--- src/rtl/trace_pkg.sv ---
// rtl/trace_pkg.sv - shared types and the retire classifier for the commit trace buffer
package trace_pkg;

  typedef enum logic [2:0] {
    KIND_ALU   = 3'd0,
    KIND_LOAD  = 3'd1,
    KIND_STORE = 3'd2,
    KIND_NOP   = 3'd3,
    KIND_HALT  = 3'd4
  } rec_kind_t;

  typedef enum logic [2:0] {
    ST_IDLE,
    ST_RUN,
    ST_HALT_PEND,
    ST_DONE,
    ST_TIMEOUT
  } state_t;

  typedef struct packed {
    rec_kind_t   kind;
    logic [31:0] inum;
    logic [15:0] pc;
    logic [3:0]  rreg;
    logic [15:0] a;
    logic [15:0] b;
  } trace_rec_t;

  localparam int REC_W = $bits(trace_rec_t);

  // A load also writes a register, so it must be tested before the plain ALU case.
  function automatic trace_rec_t classify(
    input logic        reg_write,
    input logic        mem_read,
    input logic        mem_write,
    input logic        halt,
    input logic [3:0]  write_reg,
    input logic [15:0] write_data,
    input logic [15:0] mem_addr,
    input logic [15:0] mem_data,
    input logic [15:0] pc,
    input logic [31:0] inum
  );
    trace_rec_t r;
    r      = '0;
    r.inum = inum;
    r.pc   = pc;
    if (reg_write && mem_read) begin
      r.kind = KIND_LOAD;
      r.rreg = write_reg;
      r.a    = write_data;
      r.b    = mem_addr;
    end else if (reg_write) begin
      r.kind = KIND_ALU;
      r.rreg = write_reg;
      r.a    = write_data;
    end else if (halt) begin
      r.kind = KIND_HALT;
    end else if (mem_write) begin
      r.kind = KIND_STORE;
      r.a    = mem_addr;
      r.b    = mem_data;
    end else begin
      r.kind = KIND_NOP;
    end
    return r;
  endfunction

endpackage

--- src/rtl/commit_trace_buffer_if.sv ---
// rtl/commit_trace_buffer_if.sv - retire bus from the cpu and record stream to the reader
interface commit_trace_buffer_if;
  logic        reg_write;
  logic [3:0]  write_reg;
  logic [15:0] write_data;
  logic        mem_read;
  logic        mem_write;
  logic [15:0] mem_addr;
  logic [15:0] mem_data;
  logic        halt;
  logic [15:0] pc;

  logic        rec_valid;
  logic        rec_ready;
  logic [2:0]  rec_kind;
  logic [31:0] rec_inum;
  logic [15:0] rec_pc;
  logic [3:0]  rec_reg;
  logic [15:0] rec_a;
  logic [15:0] rec_b;

  modport master (
    output reg_write, write_reg, write_data, mem_read, mem_write, mem_addr, mem_data, halt, pc,
    output rec_ready,
    input  rec_valid, rec_kind, rec_inum, rec_pc, rec_reg, rec_a, rec_b
  );

  modport slave (
    input  reg_write, write_reg, write_data, mem_read, mem_write, mem_addr, mem_data, halt, pc,
    input  rec_ready,
    output rec_valid, rec_kind, rec_inum, rec_pc, rec_reg, rec_a, rec_b
  );
endinterface

--- src/rtl/trace_fifo.sv ---
// rtl/trace_fifo.sv - first-word-fall-through circular FIFO with push/pop/full/empty
module trace_fifo #(
  parameter int DEPTH = 16,
  parameter int WIDTH = 87
) (
  input  logic             clk,
  input  logic             rst_n,
  input  logic             push,
  input  logic [WIDTH-1:0] push_data,
  input  logic             pop,
  output logic [WIDTH-1:0] pop_data,
  output logic             full,
  output logic             empty
);

  localparam int AW = $clog2(DEPTH);
  localparam logic [AW:0] FULL_CNT = (AW+1)'(DEPTH);

  logic [WIDTH-1:0] mem [DEPTH];
  logic [AW-1:0]    wr_ptr;
  logic [AW-1:0]    rd_ptr;
  logic [AW:0]      count;
  logic             do_push;
  logic             do_pop;

  assign empty    = (count == '0);
  assign full     = (count == FULL_CNT);
  assign do_pop   = pop && !empty;
  // A pop in the same cycle frees the slot, so a push into a full FIFO is still taken.
  assign do_push  = push && (!full || do_pop);
  assign pop_data = mem[rd_ptr];

  always_ff @(posedge clk) begin
    if (!rst_n) begin
      wr_ptr <= '0;
      rd_ptr <= '0;
      count  <= '0;
    end else begin
      if (do_push) wr_ptr <= wr_ptr + AW'(1);
      if (do_pop)  rd_ptr <= rd_ptr + AW'(1);
      case ({do_push, do_pop})
        2'b10:   count <= count + (AW+1)'(1);
        2'b01:   count <= count - (AW+1)'(1);
        default: ;
      endcase
    end
  end

  always_ff @(posedge clk) begin
    if (do_push) mem[wr_ptr] <= push_data;
  end

endmodule

--- src/rtl/commit_trace_buffer.sv ---
// rtl/commit_trace_buffer.sv - classifies retired cycles into numbered trace records and queues them
module commit_trace_buffer
  import trace_pkg::*;
#(
  parameter int DEPTH       = 16,
  parameter int CYCLE_LIMIT = 100000
) (
  input  logic                 clk,
  input  logic                 rst_n,
  input  logic                 en,
  commit_trace_buffer_if.slave bus,
  output logic [31:0]          inst_count,
  output logic [31:0]          cycle_count,
  output logic                 overflow,
  output logic                 done,
  output logic                 timeout
);

  localparam logic [31:0] LIMIT = 32'(CYCLE_LIMIT);

  state_t     state_q, state_d;
  trace_rec_t cur_rec;
  trace_rec_t pend_q;
  trace_rec_t head_rec;
  trace_rec_t shown;
  logic [REC_W-1:0] fifo_dout;
  logic [31:0] cycle_next;
  logic fifo_full, fifo_empty, pop, space;
  logic push, push_pend, retire, tick, drop, latch_pend;

  assign cur_rec = classify(bus.reg_write, bus.mem_read, bus.mem_write, bus.halt,
                            bus.write_reg, bus.write_data, bus.mem_addr, bus.mem_data,
                            bus.pc, inst_count);
  assign cycle_next = cycle_count + 32'd1;
  assign pop        = !fifo_empty && bus.rec_ready;
  assign space      = !fifo_full || pop;

  trace_fifo #(.DEPTH(DEPTH), .WIDTH(REC_W)) u_fifo (
    .clk       (clk),
    .rst_n     (rst_n),
    .push      (push),
    .push_data (push_pend ? pend_q : cur_rec),
    .pop       (pop),
    .pop_data  (fifo_dout),
    .full      (fifo_full),
    .empty     (fifo_empty)
  );

  always_ff @(posedge clk) begin
    if (!rst_n) state_q <= ST_IDLE;
    else        state_q <= state_d;
  end

  always_comb begin
    state_d    = state_q;
    push       = 1'b0;
    push_pend  = 1'b0;
    retire     = 1'b0;
    tick       = 1'b0;
    drop       = 1'b0;
    latch_pend = 1'b0;
    case (state_q)
      ST_IDLE: if (en) state_d = ST_RUN;
      ST_RUN: begin
        if (!en) begin
          state_d = ST_IDLE;
        end else begin
          retire = 1'b1;
          tick   = 1'b1;
          if (cur_rec.kind == KIND_HALT) begin
            // HALT is never dropped: park it until the reader frees a slot.
            if (space) begin
              push    = 1'b1;
              state_d = ST_DONE;
            end else begin
              latch_pend = 1'b1;
              state_d    = ST_HALT_PEND;
            end
          end else begin
            if (space) push = 1'b1;
            else       drop = 1'b1;
            if (cycle_next == LIMIT) state_d = ST_TIMEOUT;
          end
        end
      end
      ST_HALT_PEND: begin
        tick = 1'b1;
        if (space) begin
          push      = 1'b1;
          push_pend = 1'b1;
          state_d   = ST_DONE;
        end
      end
      default: ;
    endcase
  end

  always_ff @(posedge clk) begin
    if (!rst_n) begin
      inst_count  <= '0;
      cycle_count <= '0;
      overflow    <= 1'b0;
      pend_q      <= '0;
    end else begin
      if (retire)     inst_count  <= inst_count + 32'd1;
      if (tick)       cycle_count <= cycle_next;
      if (drop)       overflow    <= 1'b1;
      if (latch_pend) pend_q      <= cur_rec;
    end
  end

  assign done    = (state_q == ST_DONE) || (state_q == ST_TIMEOUT);
  assign timeout = (state_q == ST_TIMEOUT);

  // Fields read as zero whenever no record is being offered.
  assign head_rec      = trace_rec_t'(fifo_dout);
  assign shown         = fifo_empty ? '0 : head_rec;
  assign bus.rec_valid = !fifo_empty;
  assign bus.rec_kind  = shown.kind;
  assign bus.rec_inum  = shown.inum;
  assign bus.rec_pc    = shown.pc;
  assign bus.rec_reg   = shown.rreg;
  assign bus.rec_a     = shown.a;
  assign bus.rec_b     = shown.b;

endmodule

--- src/flat_wrapper.sv ---
// flat-port wrapper written by rule: the top's interface ports become plain ports
module commit_trace_buffer_flat import trace_pkg::*;
#(
  parameter int DEPTH       = 16,
  parameter int CYCLE_LIMIT = 100000
)
  (clk, rst_n, en, inst_count, cycle_count, overflow, done, timeout, bus_reg_write, bus_write_reg, bus_write_data, bus_mem_read, bus_mem_write, bus_mem_addr, bus_mem_data, bus_halt, bus_pc, bus_rec_ready, bus_rec_valid, bus_rec_kind, bus_rec_inum, bus_rec_pc, bus_rec_reg, bus_rec_a, bus_rec_b);
  commit_trace_buffer_if bus_i ();
  input  logic clk;
  input  logic rst_n;
  input  logic en;
  output logic [31:0] inst_count;
  output logic [31:0] cycle_count;
  output logic overflow;
  output logic done;
  output logic timeout;
  input wire logic [$bits(bus_i.reg_write)-1:0] bus_reg_write;
  input wire logic [$bits(bus_i.write_reg)-1:0] bus_write_reg;
  input wire logic [$bits(bus_i.write_data)-1:0] bus_write_data;
  input wire logic [$bits(bus_i.mem_read)-1:0] bus_mem_read;
  input wire logic [$bits(bus_i.mem_write)-1:0] bus_mem_write;
  input wire logic [$bits(bus_i.mem_addr)-1:0] bus_mem_addr;
  input wire logic [$bits(bus_i.mem_data)-1:0] bus_mem_data;
  input wire logic [$bits(bus_i.halt)-1:0] bus_halt;
  input wire logic [$bits(bus_i.pc)-1:0] bus_pc;
  input wire logic [$bits(bus_i.rec_ready)-1:0] bus_rec_ready;
  output wire logic [$bits(bus_i.rec_valid)-1:0] bus_rec_valid;
  output wire logic [$bits(bus_i.rec_kind)-1:0] bus_rec_kind;
  output wire logic [$bits(bus_i.rec_inum)-1:0] bus_rec_inum;
  output wire logic [$bits(bus_i.rec_pc)-1:0] bus_rec_pc;
  output wire logic [$bits(bus_i.rec_reg)-1:0] bus_rec_reg;
  output wire logic [$bits(bus_i.rec_a)-1:0] bus_rec_a;
  output wire logic [$bits(bus_i.rec_b)-1:0] bus_rec_b;
  assign bus_i.reg_write = bus_reg_write;
  assign bus_i.write_reg = bus_write_reg;
  assign bus_i.write_data = bus_write_data;
  assign bus_i.mem_read = bus_mem_read;
  assign bus_i.mem_write = bus_mem_write;
  assign bus_i.mem_addr = bus_mem_addr;
  assign bus_i.mem_data = bus_mem_data;
  assign bus_i.halt = bus_halt;
  assign bus_i.pc = bus_pc;
  assign bus_i.rec_ready = bus_rec_ready;
  assign bus_rec_valid = bus_i.rec_valid;
  assign bus_rec_kind = bus_i.rec_kind;
  assign bus_rec_inum = bus_i.rec_inum;
  assign bus_rec_pc = bus_i.rec_pc;
  assign bus_rec_reg = bus_i.rec_reg;
  assign bus_rec_a = bus_i.rec_a;
  assign bus_rec_b = bus_i.rec_b;
  commit_trace_buffer #(.DEPTH(DEPTH), .CYCLE_LIMIT(CYCLE_LIMIT)) u_core (.clk(clk), .rst_n(rst_n), .en(en), .bus(bus_i), .inst_count(inst_count), .cycle_count(cycle_count), .overflow(overflow), .done(done), .timeout(timeout));
endmodule
--- config.mk ---
export PLATFORM = sky130hd
export DESIGN_NAME = commit_trace_buffer_flat
export DESIGN_NICKNAME = d
export VERILOG_FILES = /design/src/rtl/trace_pkg.sv /design/src/rtl/commit_trace_buffer_if.sv /design/src/rtl/trace_fifo.sv /design/src/rtl/commit_trace_buffer.sv /design/src/flat_wrapper.sv
export SDC_FILE = /design/constraint.sdc
export NUM_CORES = 1
export LEC_CHECK = 0
export CORE_MARGIN = 5
export CORE_UTILIZATION = 45
export DETAILED_ROUTE_END_ITERATION = 10
export PLACE_DENSITY = 0.71
export SLEW_MARGIN = 40
export SYNTH_ARGS = -nofsm -noshare
export SYNTH_HDL_FRONTEND = slang
export SYNTH_HIERARCHICAL = 1
export SYNTH_SLANG_ARGS = --single-unit
--- constraint.sdc ---
create_clock -name clk -period 7 [get_ports clk]
set_input_delay 2.1 -clock clk [delete_from_list [all_inputs] [get_ports clk]]
set_output_delay 2.1 -clock clk [all_outputs]
set_load 0.05 [all_outputs]
== Word-level counts from Yosys, hierarchy flattened ==
Memory sizes are Yosys's and may differ from the RTL's. A register that Yosys moved wholly into a read port is not among the register bits.
Index checks and enable logic that the tools add are counted.

* Register bits after elaboration: 168
* RAM bits: 1392
* Input bits: 76
* Memories kept: 1

{| class="wikitable"
|+ Memory list
! name !! depth !! width !! read ports !! clocked after memory_dff !! write ports !! line !! text
|-
| u_core.u_fifo.mem || 16 || 87 || 1 || 1 || 1 || trace_fifo.sv:19 || <nowiki>logic [WIDTH-1:0] mem [DEPTH];</nowiki>
|}

* Add/sub/neg operators: 6
* Equality and inequality tests: 12
* Muxes and demuxes: 38
* Reduce and logical (&&, ||, !) cells: 14

{| class="wikitable"
|+ Operator list
! cell !! count
|-
| $mux 87 || 2
|-
| $add 32x1->32 const B || 2
|-
| $mux 32 || 2
|-
| $mux 36 || 1
|-
| $eq 32x17->1 const B || 1
|-
| $mux 16 || 2
|-
| $mux 3 || 8
|-
| $mux 1 || 16
|-
| $mux 4 || 3
|-
| $pmux 5 s2 || 1
|-
| $pmux 3 s3 || 1
|-
| $add 4x1->4 const B || 2
|-
| $eq 3x2->1 const B || 2
|-
| $eq 3x3->1 const B || 2
|-
| $add 5x1->5 const B || 1
|-
| $eq 5x5->1 const B || 1
|-
| $logic_not 5->1 || 1
|-
| $sub 5x1->5 const B || 1
|-
| $logic_and 1x1->1 || 4
|-
| $ne 4x2->1 const B || 1
|-
| $pmux 1 s2 || 2
|-
| $reduce_and 4->1 || 1
|-
| $eq 3x1->1 const B || 1
|-
| $logic_not 3->1 || 1
|-
| 8 further kinds || 11
|}

== Depth between registers and ports, before layout ==
* Depth after elaboration: 10
* Depth in mapped cells: 16

== By module ==
The synthesis kept the hierarchy.

{| class="wikitable"
|+ By module, submodules not included
! module !! instances !! cells each !! area each (um^2)
|-
| trace_fifo || 1 || 2247 || 52902.0
|-
| commit_trace_buffer || 1 || 1092 || 8553.2
|}

== Worst setup path before layout ==
No wires, ideal clock.

* Path kind: input-to-reg
* Start: input port bus_rec_ready
* End: memory u_core.u_fifo.mem[10][0], enable pin
* Setup time: 0.455 ns
* Arrival: 5.370 ns
* Data required time: 6.545 ns
* Path slack: 1.175 ns
* Stages on the path: 8
* Path buffers: 2
* Cells stage by stage: nand2b_1 -> and2_1 -> clkbuf_1 -> nor2_1 -> clkbuf_1 -> o21ai_4 -> nor3b_1 -> and2_1

* Longest elaborated chain between the ends: 8
* Elaborated cells between the ends (all ways): 10

{| class="wikitable"
|+ RTL lines
! what !! line !! text
|-
| start: declaration || flat_wrapper.sv:26 || <nowiki>input wire logic [$bits(bus_i.rec_ready)-1:0] bus_rec_ready;</nowiki>
|-
| $logic_and 1x1->1 (*) || commit_trace_buffer.sv:35 || <nowiki>assign pop = !fifo_empty && bus.rec_ready;</nowiki>
|-
| $logic_or 1x1->1 (*) || commit_trace_buffer.sv:36 || <nowiki>assign space = !fifo_full || pop;</nowiki>
|-
| $mux 1 (*) || commit_trace_buffer.sv:72, commit_trace_buffer.sv:80, commit_trace_buffer.sv:88 ||
|-
| $mux 1 || commit_trace_buffer.sv:65 || <nowiki>if (!en) begin</nowiki>
|-
| $pmux 1 s2 (*) || commit_trace_buffer.sv:62 || <nowiki>case (state_q)</nowiki>
|-
| via u_core.push || commit_trace_buffer.sv:29 || <nowiki>logic push, push_pend, retire, tick, drop, latch_pend;</nowiki>
|-
| $logic_and 1x1->1 (*) || trace_fifo.sv:30 || <nowiki>assign do_push = push && (!full || do_pop);</nowiki>
|-
| $mux 1 (*) || trace_fifo.sv:50 || <nowiki>if (do_push) mem[wr_ptr] <= push_data;</nowiki>
|-
| $mux 1 (not written as such) (*) || trace_fifo.sv:50 ||
|-
| end: declaration || trace_fifo.sv:19 ||
|}

The timed path passes the listed nets; every way through them passes the cells marked *.

==> results.tsv <==
stage	metric	value	unit
clocking	maximum clock insertion buffer count	3	
layout	Final #Nets	3697	
synth	number of flops mapped to enable cells by yosys	1392	
power	PwrDens	288	mW/mm²
sta	max-slew violations	0	
route	WL/cell	27.2	µm
synth	syn_area_per_cell	18.4	µm²
synth	Post-Syn Area	0.0615	mm²
route	Routed Antenna Nets	0	
synth	FF+latch count, synth	1564	
route	DR pass1 iterations	6	
route	Routed WL	150000	µm
sta	unrepaired setup endpoints after global routing	no	
synth	Unique masters post-synth	69	
worst_setup_path	Reg2Reg Depth	10	
placement	# port buffers	230	
floorplan	die area	0.144	mm²
worst_setup_path	CP Launch Type	flop	
synth	Yosys warning count	6	
worst_setup_path	Crit Path Max Fanout	33	
sta	Fmax	164	MHz
route	drt initial violations	3508	
clocking	Root Driver	clkbuf_16	
placement	post-DP HPWL	85300	µm
synth	ranking of synthesized cells by area	edfxtp_1, mux4_2, dfxtp_1	
floorplan	die height	380	µm
floorplan	io pins	231	
worst_setup_path	WP data arrival	4000	ps
layout	commonest non-fill, non-tap cells in the layout	edfxtp_1, mux4_2, nand2_1, clkdlybuf4s50_1, a22oi_1	
clocking	post_cts resized	0	
worst_setup_path	R2R setup slack	3070	ps
worst_hold_path	Min-Delay Path Class	flop to flop	
layout	commonest non-fill, non-tap cell in the layout	edfxtp_1	
synth	asr flop ratio synth	0	
clocking	Setup Fix Bufs, Post-CTS	0	
synth	synthesized instance count	3339	
sta	final hold vios	0	
floorplan	Die Width	380	µm
worst_hold_path	hold depth	2	
placement	Final Wtd Congestion	0.855	
worst_setup_path	Worst setup EP type	output port	
synth	top_reg_cell synth	edfxtp_1	
sta	skew final	23.9	ps
clocking	CTS Hold Buffers Added	0	
worst_setup_path	worst path cell trace	buf_4 -> buf_4 -> mux4_2 -> a22oi_1 -> nand2_1 -> nor2b_1 -> clkdlybuf4s50_1	
sta	Period minus WS final	6100	ps
sta	# setup viols final	0	
clocking	clock latency on the worst-skew pair	790	ps
global_route	first-pass GRT wire length	223000	µm
worst_setup_path	slowest CP cell	clkdlybuf4s50_1	
worst_setup_path	CP required	4900	ps
clocking	CTS Buf Count	156	
layout	fraction of layout cells with a size suffix above 1	0.211	
clocking	Worst-path clk slew	60	ps
synth	Post-Syn Nets	3427	
synth	post-synth top area cell	edfxtp_1	
sta	Slew @ Worst Pin	876	ps
clocking	CTS tree	yes	
floorplan	core area	0.136	mm²
flow_run	Max-Cap Viols	0	
route	DRC Markers	0	
worst_setup_path	Most Frequent Cell on Critical Path	buf_4	
power	Tot Pwr	20.6	mW
global_route	antenna violations before repair	4	
status	outcome	finished clean	
clocking	clock sink total	1564	
power	leakage	22.1	nW
synth	Seq/Total Area, Yosys	0.736	
sta	post-route setup TNS	0	ps
sta	Tcrit/Tclk final	0.871	
worst_setup_path	CP peak stage delay	730	ps
layout	Area Growth Syn to Fin	16.1	%
global_route	largest net degree at the start of global routing	88	
floorplan	starting density of the core	0.453	
global_route	total gr overflow	0	
worst_setup_path	Setup CP Type	flop to output port	
clocking	htree depth	4	
global_route	vias in the first global route	33200	
sta	Rel. slew slack	0.416	
synth	top cell type's share of synthesized area	0.680	
global_route	global-route usage over all layers	0.207	
floorplan	FP Rows	135	
power	worst vdd ir	0.174	mV
route	vias	32900	
route	vias per cell	5.96	
where the power goes:
part	switching [mW]	internal, mW	total [mW]	leakage, nW
logic	1.39	0.749	2.14	5.87
clock network	3.52	4.64	8.15	2.43
registers	0.0494	10.2	10.3	13.8
total	4.96	15.6	20.6	22.1
layout make-up:
type / instances / area (µm²)
multi-input cells: 1514 / 15200
repair buffers: 355 / 3610
well taps: 1781 / 2230
inverters: 18 / 72.6
fillers: 10400 / 64300
diodes: 1 / 2.50
clock buffers: 206 / 4150
flip-flops and latches: 1564 / 45300
clock inverters: 79 / 872
routing by layer:
layer / wire [µm] / share of wire / GRT usage / vias to the layer above
met5: 13 / 0.000087 / 0 / -
met4: 3360 / 0.022 / 0.0530 / 2
met3: 14300 / 0.095 / 0.0515 / 228
met2: 71700 / 0.48 / 0.330 / 1573
met1: 60500 / 0.40 / 0.287 / 17200
li1: - / - / - / 13900
sequential cells by signal, indices dropped and copies added, names as in the netlist, named ones only:
signal                cells
u_core/u_fifo/mem      1392
u_core/pend_q            87
u_core/cycle_count       32
u_core/inst_count        32
u_core/u_fifo/count       5
u_core/u_fifo/rd_ptr      4
u_core/u_fifo/wr_ptr      4
u_core/state_q            3
u_core/overflow           1
kinds of logic after synthesis:
kind of cell               synth area share
AOI/OAI and AO/OA                    0.0428
xor gates and xnor gates            0.00770
adders and majority gates           0.00257
buffers and inverters                0.0192
DFF                                   0.736
muxes                                 0.137
and+or+nand+nor                      0.0548
synthesized netlist by cell type (14+ instances only):
master	n
buf_4	33
xnor2_1	29
edfxtp_1	1392
inv_1	17
nand3_1	26
buf_2	47
or3_1	17
dfxtp_1	172
nand4_1	27
and3_1	51
mux2_2	43
xor2_1	25
and4_1	14
clkbuf_1	150
nor2b_1	94
a21oi_1	75
nor3_1	16
mux4_2	348
nand2_1	268
and2_1	26
nor2_1	69
o21ai_0	66
a22oi_1	207
path summary, 6_finish.rpt:
kind | endpoint | start
setup / recovery | bus_rec_pc[0] | flop
setup reg to reg | u_core/u_fifo/mem[11][24] | u_core/u_fifo/count[0]
hold / removal | u_core/pend_q[59] | u_core/pend_q[59]
hold reg to reg | u_core/pend_q[59] | u_core/pend_q[59]
worst max-delay path, delay by kind of cell (launching register included):
family                 cells  cell delay [ps]
AND/OR/NAND/NOR            2              230
flip-flops                 1              710
buffers and inverters      3             1600
AO/OA/AOI/OAI              1              280
multiplexers               1              360
through the flow:
step | area (µm²) | worst slack (ps) | util | cells | hold slack (ps)
floorplan | 61500 | 1180 | - | 3339 | 434
global placement | 66200 | 1560 | 0.488 | 5229 | 438
detailed placement | 66300 | 1580 | 0.489 | 5232 | 444
CTS | 71400 | 816 | 0.526 | 5517 | 452
global route | 71300 | 653 | 0.526 | 5517 | 471
finish | 71400 | 900 | 0.526 | 5518 | 450
Note: power is estimated with default switching activity, not from simulation.
